<file path="src/rtl/clk_reset_seq.sv">
// Clock-and-reset sequencer: PLL reset pulse, lock wait with retry, IDELAYCTRL
// reset/ready handshake, then staggered release of the per-domain resets.
module clk_reset_seq #(
    parameter int NUM_LOCKS    = 1,
    parameter int NUM_DOMAINS  = 3,
    parameter int RST_CYCLES   = 16,
    parameter int LOCK_TIMEOUT = 65536,
    parameter int STAGGER      = 8,
    parameter bit USE_IDELAY   = 1'b1
) (
    input  logic                   clk,
    input  logic                   reset,
    input  logic [NUM_LOCKS-1:0]   pll_locked,
    input  logic                   idelay_rdy,
    output logic                   pll_rst,
    output logic                   idelay_rst,
    output logic [NUM_DOMAINS-1:0] domain_rst,
    output logic                   locked,
    output logic [7:0]             retries
);

    localparam int MAX_RT  = (LOCK_TIMEOUT > RST_CYCLES) ? LOCK_TIMEOUT : RST_CYCLES;
    localparam int MAX_ALL = (MAX_RT > STAGGER * NUM_DOMAINS) ? MAX_RT : STAGGER * NUM_DOMAINS;
    localparam int CW      = $clog2(MAX_ALL + 1);

    localparam logic [CW-1:0] RST_LAST = CW'(RST_CYCLES - 1);
    localparam logic [CW-1:0] TO_LAST  = CW'(LOCK_TIMEOUT - 1);
    localparam logic [CW-1:0] REL_LAST = CW'((NUM_DOMAINS > 1) ? (NUM_DOMAINS - 1) * STAGGER - 1 : 0);

    typedef enum logic [2:0] {
        S_PLL_RST,
        S_WAIT_LOCK,
        S_IDLY_RST,
        S_WAIT_RDY,
        S_RELEASE,
        S_RUN
    } state_t;

    state_t                 r_state;
    logic [CW-1:0]          r_cnt;
    logic [NUM_LOCKS-1:0]   r_lock_meta;
    logic [NUM_LOCKS-1:0]   r_lock_sync;
    logic                   r_rdy_meta;
    logic                   r_rdy_sync;
    logic                   r_pll_rst;
    logic                   r_idelay_rst;
    logic [NUM_DOMAINS-1:0] r_domain_rst;
    logic                   r_locked;
    logic [7:0]             r_retries;

    logic w_all_locked;
    logic w_lock_loss;
    logic w_timeout;
    logic w_restart;

    // NOTE: non-blocking assignments in every clocked block, so each flop samples pre-edge values.
    always_ff @(posedge clk) begin
        if (reset) begin
            r_lock_meta <= '0;
            r_lock_sync <= '0;
            r_rdy_meta  <= 1'b0;
            r_rdy_sync  <= 1'b0;
        end else begin
            r_lock_meta <= pll_locked;
            r_lock_sync <= r_lock_meta;
            r_rdy_meta  <= idelay_rdy;
            r_rdy_sync  <= r_rdy_meta;
        end
    end

    assign w_all_locked = &r_lock_sync;
    assign w_lock_loss  = !w_all_locked &&
                          (r_state inside {S_IDLY_RST, S_WAIT_RDY, S_RELEASE, S_RUN});
    assign w_timeout    = (r_cnt == TO_LAST) &&
                          ((r_state == S_WAIT_LOCK && !w_all_locked) ||
                           (r_state == S_WAIT_RDY  && !r_rdy_sync));
    assign w_restart    = w_lock_loss || w_timeout;

    // idelay_rst is held alongside pll_rst, dropped while waiting for lock, then pulsed on its own.
    always_ff @(posedge clk) begin
        if (reset) begin
            r_state      <= S_PLL_RST;
            r_cnt        <= '0;
            r_pll_rst    <= 1'b1;
            r_idelay_rst <= USE_IDELAY;
            r_domain_rst <= '1;
            r_locked     <= 1'b0;
            r_retries    <= '0;
        end else if (w_restart) begin
            r_state      <= S_PLL_RST;
            r_cnt        <= '0;
            r_pll_rst    <= 1'b1;
            r_idelay_rst <= USE_IDELAY;
            r_domain_rst <= '1;
            r_locked     <= 1'b0;
            if (r_retries != 8'hFF)
                r_retries <= r_retries + 8'd1;
        end else begin
            r_cnt <= r_cnt + CW'(1);
            unique case (r_state)
                S_PLL_RST: begin
                    if (r_cnt == RST_LAST) begin
                        r_state      <= S_WAIT_LOCK;
                        r_cnt        <= '0;
                        r_pll_rst    <= 1'b0;
                        r_idelay_rst <= 1'b0;
                    end
                end
                S_WAIT_LOCK: begin
                    if (w_all_locked) begin
                        r_cnt <= '0;
                        if (USE_IDELAY) begin
                            r_state      <= S_IDLY_RST;
                            r_idelay_rst <= 1'b1;
                        end else begin
                            r_state         <= S_RELEASE;
                            r_domain_rst[0] <= 1'b0;
                            r_locked        <= (NUM_DOMAINS == 1);
                        end
                    end
                end
                S_IDLY_RST: begin
                    if (r_cnt == RST_LAST) begin
                        r_state      <= S_WAIT_RDY;
                        r_cnt        <= '0;
                        r_idelay_rst <= 1'b0;
                    end
                end
                S_WAIT_RDY: begin
                    if (r_rdy_sync) begin
                        r_state         <= S_RELEASE;
                        r_cnt           <= '0;
                        r_domain_rst[0] <= 1'b0;
                        r_locked        <= (NUM_DOMAINS == 1);
                    end
                end
                S_RELEASE: begin
                    for (int i = 1; i < NUM_DOMAINS; i++) begin
                        if (r_cnt == CW'(i * STAGGER - 1))
                            r_domain_rst[i] <= 1'b0;
                    end
                    if (NUM_DOMAINS == 1 || r_cnt == REL_LAST) begin
                        r_state  <= S_RUN;
                        r_cnt    <= '0;
                        r_locked <= 1'b1;
                    end
                end
                S_RUN: begin
                    r_cnt <= '0;
                end
                default: begin
                    r_state <= S_PLL_RST;
                    r_cnt   <= '0;
                end
            endcase
        end
    end

    assign pll_rst    = r_pll_rst;
    assign idelay_rst = r_idelay_rst;
    assign domain_rst = r_domain_rst;
    assign locked     = r_locked;
    assign retries    = r_retries;

endmodule

</file>
<file path="config.mk">
export PLATFORM = sky130hd
export DESIGN_NAME = clk_reset_seq
export DESIGN_NICKNAME = d
export VERILOG_FILES = /design/src/rtl/clk_reset_seq.sv
export SDC_FILE = /design/constraint.sdc
export NUM_CORES = 1
export LEC_CHECK = 0
export CAP_MARGIN = 10
export CORE_UTILIZATION = 62
export CTS_BUF_LIST = sky130_fd_sc_hd__clkbuf_4
export CTS_CLUSTER_SIZE = 28
export DETAILED_ROUTE_END_ITERATION = 16
export HOLD_SLACK_MARGIN = 0.08
export PLACE_DENSITY = 0.95
export SETUP_SLACK_MARGIN = 0.05
export SLEW_MARGIN = 30
export SYNTH_ARGS = -nofsm -noshare
export SYNTH_HDL_FRONTEND = slang
export SYNTH_SLANG_ARGS = --single-unit
export TNS_END_PERCENT = 100
</file>
<file path="constraint.sdc">
create_clock -name clk -period 4.5 [get_ports clk]
set_input_delay 1.35 -clock clk [delete_from_list [all_inputs] [get_ports clk]]
set_output_delay 1.35 -clock clk [all_outputs]
set_load 0.03 [all_outputs]
</file>
==> flow_summary.yaml <==
setup_path:
  cpPeakStageDelay_ps: 710
  cpMaxStageDelayCell: "clkdlybuf4s50_1"
  path_class: "register to output port"
  rrSetupSlack_ps: 1750
  r2r_start: "r_cnt[5]$_SDFF_PP0_"
  critPathBufInv: 1
  crit_path_end: "retries[3]"
  endpoint_kind: "output port"
  startpoint: "retries[3]$_SDFFE_PP0P_"
  cp.depth: 1
  cp.required_ps: 3150
  critical-path-top-delay-family: "buffers and inverters"
  worstPathMaxFanout: 6
  worstRegToRegCells: 9
  cp-start-kind: "register"
  cp_cell_sequence: "clkdlybuf4s50_1"
  r2r_end: "retries[4]$_SDFFE_PP0P_"
  crit_arrival_ps: 1510
drt:
  drtIter0Drc: 30
  drc_errors: 0
  ant_nets: 0
  dr.pass1.iters: 4
  vias: 1360
  vias_per_cell: 5.71
  routed_wl_um: 3220
  routedWlPerCell_um: 13.5
clock_tree:
  cts_buffers: 5
  clkTransAtPathRegs_ps: 100
  clock-sinks: 38
  htreeDepth: 2
  cts_resized: 0
  cts_tree: "yes"
  cts_max_path_buffers: 2
  postCtsHoldBufs: 0
  clk_latency_ps: 350
  cts_root_buffer: "clkbuf_4"
  post_cts_buffers: 0
synth:
  synth_cells: 187
  ys_seq_area_share_pct: 44.9
  ys_types: 42
  synth_area_leaders: "dfxtp_1 45%, xnor2_1 6.7%, nor2_1 6.0%"
  syn_avg_cell_area_um2: 9.07
  syn_area_um2: 1700
  synth_top_area_cell: "dfxtp_1"
  yosysTopAreaCellShare_pct: 44.9
  yosys_register_bits: 38
  synth_edf_count: 0
  ys.flop_type: "dfxtp_1"
  async_flop_share_pct: 0
  yosysWarningCount: 0
  syn_nets: 194
sta:
  holdWs_ps: 458
  clock.fmax_mhz: 350
  skew_ps: 10.3
  relSlewSlack_pct: 59.3
  setup_viol: 0
  fin_crit_ps: 2860
  tightest_slew_ps: 609
  fin_setup_tns_ps: 0
  setup_slack_ps: 1640
  rsz0062_at_grt: "no"
  post-route-period-util_pct: 63.6
  maxSlewViolCount: 0
  finalHoldViolations: 0
floorplanning:
  start_util_pct: 67.2
  die_y_um: 54.3
  die_area_um2: 2950
  die_w_um: 54.3
  ios: 18
  num_rows: 18
  core-area_um2: 2520
run_status:
  run_status: "finished clean"
cells_and_area:
  layout-area-overhead-vs-synth_pct: 14.2
  drive_gt1_share_pct: 7.69
  num_antenna_cells: 0
  nets: 214
  final_core_util_pct: 76.7
power:
  p_leak_nw: 0.705
  seq_power_share_pct: 64.7
  power.share.combinational_pct: 3.1
  swShare_pct: 22.4
  pwr-share-clk_pct: 32.3
  worst_ir_drop_vdd_mv: 0.282
  cellInternalPower_mw: 0.413
  power_density_nw_per_um2: 275
  switchingPower_mw: 0.119
global_route:
  antenna_found_initial: 0
  grt_usage_pct: 24.7
  grt.overflow.total: 0
  grt_pass1_vias: 1180
  grt_pass1_wl_um: 5010
  grt_max_degree: 18
placement:
  portBuffers: 17
  dpl_worst_slack_ps: 1540
  gp_congestion: 0.774
  place_hpwl_um: 2370
min_path:
  holdPathStages: 1
  hold_path_class: "register to register"
run:
  cap_violations: 0
-- synthesized netlist by cell type (4+ instances only) --
library cell	instances
dfxtp_1	38
nor4_1	4
nand3_1	9
xnor2_1	13
o21ai_0	5
xor2_1	5
inv_1	10
nand2_1	11
nor3_1	10
nor2b_1	6
nor2_1	27
and3_1	4
-- area by class of cell --
| class | count | area, um2 |
|---|---|---|
| inverters | 10 | 37.5 |
| clock buffers | 6 | 45.0 |
| well taps | 30 | 37.5 |
| clock inverters | 2 | 8.76 |
| multi-input cells | 135 | 876 |
| flip-flops and latches | 38 | 761 |
| repair buffers | 17 | 170 |
| fillers | 177 | 587 |
-- state kept, by name, summed over array words and instances, names as in the netlist --
signal and cells:
pll_rst 1, r_state 3, r_lock_sync 1, locked 1, r_lock_meta 1, r_rdy_meta 1
r_cnt 17, r_rdy_sync 1, retries 8, idelay_rst 1, domain_rst 3
-- cell families after synthesis --
family                     share of synthesized area (%)
muxes                                              0.590
and+or+nand+nor                                     27.7
buffers and inverters                               3.47
DFF                                                 44.9
xor gates and xnor gates                            9.30
AOI/OAI and AO/OA                                   11.8
adders and majority gates                           2.21
-- through the flow --
step / cells / power [mW] / cell area (um2)
finish: 238 / 0.532 / 1940
global route: 238 / 0.551 / 1940
CTS: 238 / 0.536 / 1940
detailed placement: 230 / 0.368 / 1880
global placement: 230 / 0.367 / 1880
floorplan: 187 / 0.362 / 1700
-- worst min-delay path by stage --
stage,start,end,slack [ps]
after global routing,r_lock_meta$_SDFF_PP0_,r_lock_sync$_SDFF_PP0_,470
after global placement,domain_rst[0]$_SDFFE_PP1P_,domain_rst[0]$_SDFFE_PP1P_,430
after detailed placement,r_lock_meta$_SDFF_PP0_,r_lock_sync$_SDFF_PP0_,440
final,r_lock_meta$_SDFF_PP0_,r_lock_sync$_SDFF_PP0_,460
after CTS,r_lock_meta$_SDFF_PP0_,r_lock_sync$_SDFF_PP0_,460
after floorplan,r_lock_meta$_SDFF_PP0_,r_lock_sync$_SDFF_PP0_,410
-- power by group through the flow --
stage	registers [mW]	logic [mW]	clock network, mW
2_1_floorplan	0.351	0.0116	0
3_3_place_gp	0.351	0.0155	0
3_5_place_dp	0.352	0.0162	0
4_1_cts	0.344	0.0164	0.175
5_1_grt	0.345	0.0181	0.188
6_report	0.344	0.0163	0.172
-- cell usage in the layout, fill, tap and decap left out, types with 4 or more instances in the layout --
cell / n
clkbuf_4: 6
clkdlybuf4s50_1: 17
nor2b_1: 6
inv_1: 10
o21ai_0: 5
nor3_1: 10
xnor2_1: 13
and3_1: 4
xor2_1: 5
nand3_1: 9
nand2_1: 11
nor2_1: 27
dfxtp_1: 38
nor4_1: 4
-- per-layer routing --
layer | vias to the layer above | routed length, um | global-route usage (%)
li1 | 691 | - | -
met1 | 627 | 1440 | 28.2
met2 | 34 | 1580 | 40.4
met3 | 8 | 126 | 6.11
met4 | 0 | 76 | 16.7
met5 | - | 0 | 0
No activity file was read; power rests on OpenSTA's default activity.
